$ cat src/rtl/aes_stream_if.sv
`default_nettype none
// +--------------------------------------------------------------------------+
// | Module   : aes_stream_if                                                 |
// | Brief    : DW-bit valid/ready front end for the AES core: key/text        |
// |            buffers, command handshake, start pulse, result streaming.    |
// | Revision : 1.0                                                           |
// +--------------------------------------------------------------------------+
module aes_stream_if #(
   parameter int DW = 8
) (
   input  logic           clk,
   input  logic           rst,
   input  logic           flush,
   input  logic [DW-1:0]  din,
   input  logic           din_valid,
   input  logic           din_key,
   output logic           din_ready,
   input  logic           cmd_valid,
   input  logic           cmd_dec,
   output logic           cmd_ready,
   output logic [127:0]   core_key,
   output logic [127:0]   core_text,
   output logic           core_start,
   output logic           core_dec,
   input  logic           core_done,
   input  logic [127:0]   core_result,
   output logic [DW-1:0]  dout,
   output logic           dout_valid,
   input  logic           dout_ready,
   output logic           key_full,
   output logic           text_full,
   output logic           busy
);

   localparam int              BEATS  = 128 / DW;
   localparam int              CW     = (BEATS > 1) ? $clog2(BEATS) : 1;
   localparam logic [CW-1:0]   C_LAST = CW'(BEATS - 1);

   generate
      if (DW != 8 && DW != 16 && DW != 32 && DW != 64 && DW != 128) begin : g_bad_dw
         $fatal(1, "aes_stream_if: DW must be 8, 16, 32, 64 or 128");
      end
   endgenerate

   typedef enum logic [1:0] {
      S_IDLE  = 2'd0,
      S_RUN   = 2'd1,
      S_DRAIN = 2'd2
   } state_t;

   state_t           r_state, w_state_nxt;
   logic [127:0]     r_key, r_text, r_out;
   logic [CW-1:0]    r_key_cnt, r_text_cnt, r_out_cnt;
   logic             r_key_full, r_text_full, r_core_start, r_core_dec;

   logic             w_idle, w_key_rdy, w_text_rdy;
   logic             w_key_acc, w_text_acc, w_cmd_acc, w_done_acc, w_out_acc, w_out_last;
   logic [127+DW:0]  w_key_cat, w_text_cat, w_out_cat;

   assign w_idle     = (r_state == S_IDLE);
   assign w_key_rdy  = w_idle & ~flush;
   assign w_text_rdy = ~r_text_full & ~flush;
   assign din_ready  = din_key ? w_key_rdy : w_text_rdy;
   assign cmd_ready  = w_idle & r_key_full & r_text_full & ~flush;

   assign w_key_acc  = din_valid & din_key & w_key_rdy;
   assign w_text_acc = din_valid & ~din_key & w_text_rdy;
   assign w_cmd_acc  = cmd_valid & cmd_ready;
   assign w_done_acc = (r_state == S_RUN) & core_done & ~flush;
   assign w_out_acc  = (r_state == S_DRAIN) & dout_ready & ~flush;
   assign w_out_last = w_out_acc & (r_out_cnt == C_LAST);

   // Wide concatenations keep the shift legal for DW=128 as well.
   assign w_key_cat  = {din, r_key};
   assign w_text_cat = {din, r_text};
   assign w_out_cat  = {{DW{1'b0}}, r_out};

   always_ff @(posedge clk or negedge rst) begin
      if (!rst) r_state <= S_IDLE;
      else      r_state <= w_state_nxt;
   end

   always_comb begin
      w_state_nxt = r_state;
      if (flush) begin
         w_state_nxt = S_IDLE;
      end else begin
         case (r_state)
            S_IDLE:  if (w_cmd_acc)  w_state_nxt = S_RUN;
            S_RUN:   if (w_done_acc) w_state_nxt = S_DRAIN;
            S_DRAIN: if (w_out_last) w_state_nxt = S_IDLE;
            default: w_state_nxt = S_IDLE;
         endcase
      end
   end

   always_ff @(posedge clk or negedge rst) begin
      if (!rst) begin
         r_key      <= '0;
         r_key_cnt  <= '0;
         r_key_full <= 1'b0;
      end else if (flush) begin
         r_key_cnt  <= '0;
         r_key_full <= 1'b0;
      end else if (w_key_acc) begin
         r_key <= w_key_cat[127+DW:DW];
         if (r_key_cnt == C_LAST) begin
            r_key_cnt  <= '0;
            r_key_full <= 1'b1;
         end else begin
            r_key_cnt <= r_key_cnt + 1'b1;
            if (r_key_cnt == '0) r_key_full <= 1'b0;
         end
      end
   end

   // text_full is 1 while core_start is high, so a text beat cannot coincide with the clear.
   always_ff @(posedge clk or negedge rst) begin
      if (!rst) begin
         r_text      <= '0;
         r_text_cnt  <= '0;
         r_text_full <= 1'b0;
      end else if (flush) begin
         r_text_cnt  <= '0;
         r_text_full <= 1'b0;
      end else begin
         if (r_core_start) r_text_full <= 1'b0;
         if (w_text_acc) begin
            r_text <= w_text_cat[127+DW:DW];
            if (r_text_cnt == C_LAST) begin
               r_text_cnt  <= '0;
               r_text_full <= 1'b1;
            end else begin
               r_text_cnt <= r_text_cnt + 1'b1;
            end
         end
      end
   end

   always_ff @(posedge clk or negedge rst) begin
      if (!rst) begin
         r_core_start <= 1'b0;
         r_core_dec   <= 1'b0;
      end else begin
         r_core_start <= w_cmd_acc;
         if (w_cmd_acc) r_core_dec <= cmd_dec;
      end
   end

   always_ff @(posedge clk or negedge rst) begin
      if (!rst) begin
         r_out     <= '0;
         r_out_cnt <= '0;
      end else if (flush) begin
         r_out_cnt <= '0;
      end else if (w_done_acc) begin
         r_out     <= core_result;
         r_out_cnt <= '0;
      end else if (w_out_acc) begin
         r_out     <= w_out_cat[127+DW:DW];
         r_out_cnt <= w_out_last ? '0 : r_out_cnt + 1'b1;
      end
   end

   assign core_key   = r_key;
   assign core_text  = r_text;
   assign core_start = r_core_start;
   assign core_dec   = r_core_dec;
   assign dout       = r_out[DW-1:0];
   assign dout_valid = (r_state == S_DRAIN);
   assign key_full   = r_key_full;
   assign text_full  = r_text_full;
   assign busy       = (r_state != S_IDLE);

endmodule
`default_nettype wire

$ cat config.mk
export PLATFORM = sky130hd
export DESIGN_NAME = aes_stream_if
export DESIGN_NICKNAME = d
export VERILOG_FILES = /design/src/rtl/aes_stream_if.sv
export SDC_FILE = /design/constraint.sdc
export NUM_CORES = 1
export LEC_CHECK = 0
export CAP_MARGIN = 10
export CORE_MARGIN = 2
export CORE_UTILIZATION = 53
export DETAILED_ROUTE_END_ITERATION = 8
export PLACE_DENSITY = 0.85
export SLEW_MARGIN = 15
export SYNTH_ARGS = -nofsm -noshare
export SYNTH_HDL_FRONTEND = slang
export SYNTH_SLANG_ARGS = --single-unit
$ cat constraint.sdc
create_clock -name clk -period 4.3 [get_ports clk]
set_clock_uncertainty 0.05 [all_clocks]
set_input_delay 0.645 -clock clk [delete_from_list [all_inputs] [get_ports clk]]
set_output_delay 0.645 -clock clk [all_outputs]
set_load 0.1 [all_outputs]
==> flow_summary_export.csv <==
group,metric,value,unit
outcome,status,"complete, no violations",
synthesis,synth_nets,1750,
setup_path,critPathTopFamily,"buffers and inverters",
setup_path,r2r_start,"r_state[1]",
synthesis,yosysSeqAreaShare,60.67,%
sta,setup_slack,1.030,ns
setup_path,cpMaxStageDelayCell,"clkdlybuf4s50_1",
die,num_rows,64,
sta,hold_ws,0.1298,ns
drt,first_pass_iters,5,
sta,min_period,3.270,ns
cells_and_area,nets,2112,
sta,clock.fmax,305.8,MHz
flow_run,drv_cap,0,
synthesis,yosysWarnings,0,
clock_tree,clk_pin_slew_worst_paths,0.06,ns
synthesis,synth_cell_types,44,
clock_tree,cts_buffers,41,
synthesis,synth_cells,1601,
clock_tree,cts_max_path_buffers,3,
sta,relSlewSlack,27.75,%
cells_and_area,area_delta_synth_final,35.02,%
synthesis,synth.avg_cell_area,10.36,sq um
grt,use_met3,8.063,%
die,initial_core_util,54.06,%
grt,groute.layer.met1.usage,33.27,%
clock_tree,cts_tree,"done",
setup_path,crit_buf_inv,1,
setup_path,r2r_cells,4,
clock_tree,cts.sinks,402,
cells_and_area,final_common_cell,"nand2_1",
cells_and_area,final_area,0.02239,sq mm
synthesis,netlist_area,0.01658,sq mm
grt,antenna_found_initial,1,
drt,first_iter_violations,1046,
clock_tree,cts-root-buf,"clkbuf_16",
place,finalWeightedCongestion,0.8298,
die,dieArea,0.03271,sq mm
drt,via_per_inst,5.377,
die,die_h,180.9,um
sta,worst_pin_slew,1.080,ns
setup_path,cp-end-kind,"output pin",
cells_and_area,drive_above_1_share,11.03,%
grt,grt_max_degree,131,
setup_path,cp_cell_sequence,"nor2b_1, clkdlybuf4s50_1",
setup_path,startpoint_type,"flip-flop",
grt,grt_busiest_layer,"met2",
synthesis,synth_top_area_cell,"dfrtp_1",
cells_and_area,mostFrequentLayoutCells,"633 x nand2_1, 413 x clkdlybuf4s50_1, 402 x dfrtp_1, 111 x nor2_1, 106 x a31oi_1",
grt,grt_overflow,0,
setup_path,cp_slowest_stage_delay,1.23,ns
setup_path,regToRegSetupSlack,1.66,ns
clock_tree,cts_resized,0,
place,postPlaceCellArea,0.02100,sq mm
sta,fin_crit_sh,76.05,%
clock_tree,cts_setup_buffers,0,
clock_tree,hold_buffers,0,
grt,grt_pass1_wl,70.50,mm
setup_path,r2r_end,"core_key[115]",
synthesis,synth_top_area_share,60.67,%
setup_path,path_class,"flip-flop to output pin",
synthesis,synth_area_leaders,"dfrtp_1 61%, nand2_1 14%, mux2_4 8.0%, a31oi_1 4.0%, mux2_2 2.9%",
grt,grt_pass1_vias,13030,
worst_hold_path,hold_path_class,"primary input to asynchronous set/reset pin",
setup_path,path_max_fanout,9,
drt,avgRoutedWirePerCell,18.63,um
pwr,totalPowerFinal,13.85,mW
setup_path,worstPathRequired,3.61,ns
sta,tns,0,ns
die,num_io_pins,417,
drt,wl,44.55,mm
pwr,p_leak,10.82,nW
sta,rsz0062_at_grt,"no",
grt,grt_use_total,26.74,%
drt,vias,12860,
pwr,power_density,618.9,mW/mm^2
place,port-buffer-count,416,
clock_tree,cts_max_level,2,
die,die_x,180.9,um
grt,grt_util_met2,44.40,%
place,dp_hpwl,29.48,mm
clock_tree,clk_latency,0.52,ns
synthesis,synth_seq_cells,402,
drt,drc_errors,0,
setup_path,arrival,2.57,ns
place,pre_cts_ws,1.050,ns
sta,hold_viol_final,0,
sta,setup_violations,0,
die,core,0.03067,sq mm
drt,ant_nets,0,
sta,drv_slew,0,
pwr,vdd_drop_max,776.4,uV
-- cell usage after synthesis --
master     instances
a211o_1            1
a21o_1             1
a21oi_1            9
a22oi_1           14
a2bb2oi_1          1
a311o_1            1
a31oi_1          106
a41oi_1            1
and2_1             1
and3_1             1
buf_1              8
buf_2             28
buf_4              8
buf_6             10
clkbuf_1          59
dfrtp_1          402
ha_1               4
inv_1              9
mux2_2            42
mux2_4            88
nand2_1          633
nand2_2            1
nand2b_1           5
nand3_1           27
nand3b_1           2
nand4_1            2
nand4bb_1          2
nor2_1           111
nor2b_1            3
nor3_1             1
nor3b_1            1
nor4b_2            1
nor4b_4            1
nor4bb_1           2
o211ai_1           1
o21ai_0            5
o22ai_1            2
o2bb2ai_1          1
o31ai_1            1
o32ai_1            1
o41ai_1            1
or3_1              1
or4_1              1
or4b_1             1
-- power by group --
| group | internal, mW | switching, mW |
|---|---|---|
| clock | 2.16 | 1.45 |
| sequential | 4.30 | 0.462 |
| combinational | 1.30 | 4.17 |
| total | 7.77 | 6.08 |
-- flip-flops by register name, indices dropped and copies added (netlist names) --
name and count:
core_key 128, core_text 128, r_out 128, r_key_cnt 4, r_out_cnt 4, r_text_cnt 4
r_state 2, core_dec 1, core_start 1, key_full 1, text_full 1
-- how the worst max path moves through the flow --
| stage | from | endpoint | slack, ns | depth (start not counted) |
|---|---|---|---|---|
| after CTS | r_state[0] | busy | 1.00 | 3 |
| after floorplan | r_state[1] | cmd_ready | 0.33 | 4 |
| after detailed placement | flush | core_key[115] | 1.05 | 6 |
| final | r_state[1] | dout_valid | 1.03 | 2 |
| after global routing | r_state[0] | busy | 0.92 | 3 |
| after global placement | flush | core_key[125] | 1.15 | 6 |
-- cell families (layout without fill, tap and decap cells) --
logic type,count (synthesis),after routing,synth area share (%)
simple gates,797,797,18.95
other cells,0,1,0
mux,130,130,10.82
buf+inv,122,515,3.607
flops,402,402,60.67
compound gates,146,146,5.645
fa+ha+maj,4,4,0.3019
-- stage by stage --
step	cells	util, %
floorplan	1601	-
global placement	2316	68.46
detailed placement	2316	68.46
CTS	2390	72.98
global route	2391	72.99
finish	2391	72.99
-- final cells by class --
cell class              instances  area (sq um)
repair buffers                432          4397
clock buffers                  66          1282
multi-input cells            1077          6011
diodes                          1         2.502
inverters                       9         33.78
clock inverters                 8         103.9
well taps                     396         495.5
fillers                      1979          8284
flip-flops and latches        402         10060
-- layer usage --
layer	share of wire [%]	vias to the layer above
met3	9.1	104
met1	39	6285
li1	-	5960
met2	49	507
met5	0	-
met4	3.5	0
Power figures use the tool's default switching activity.
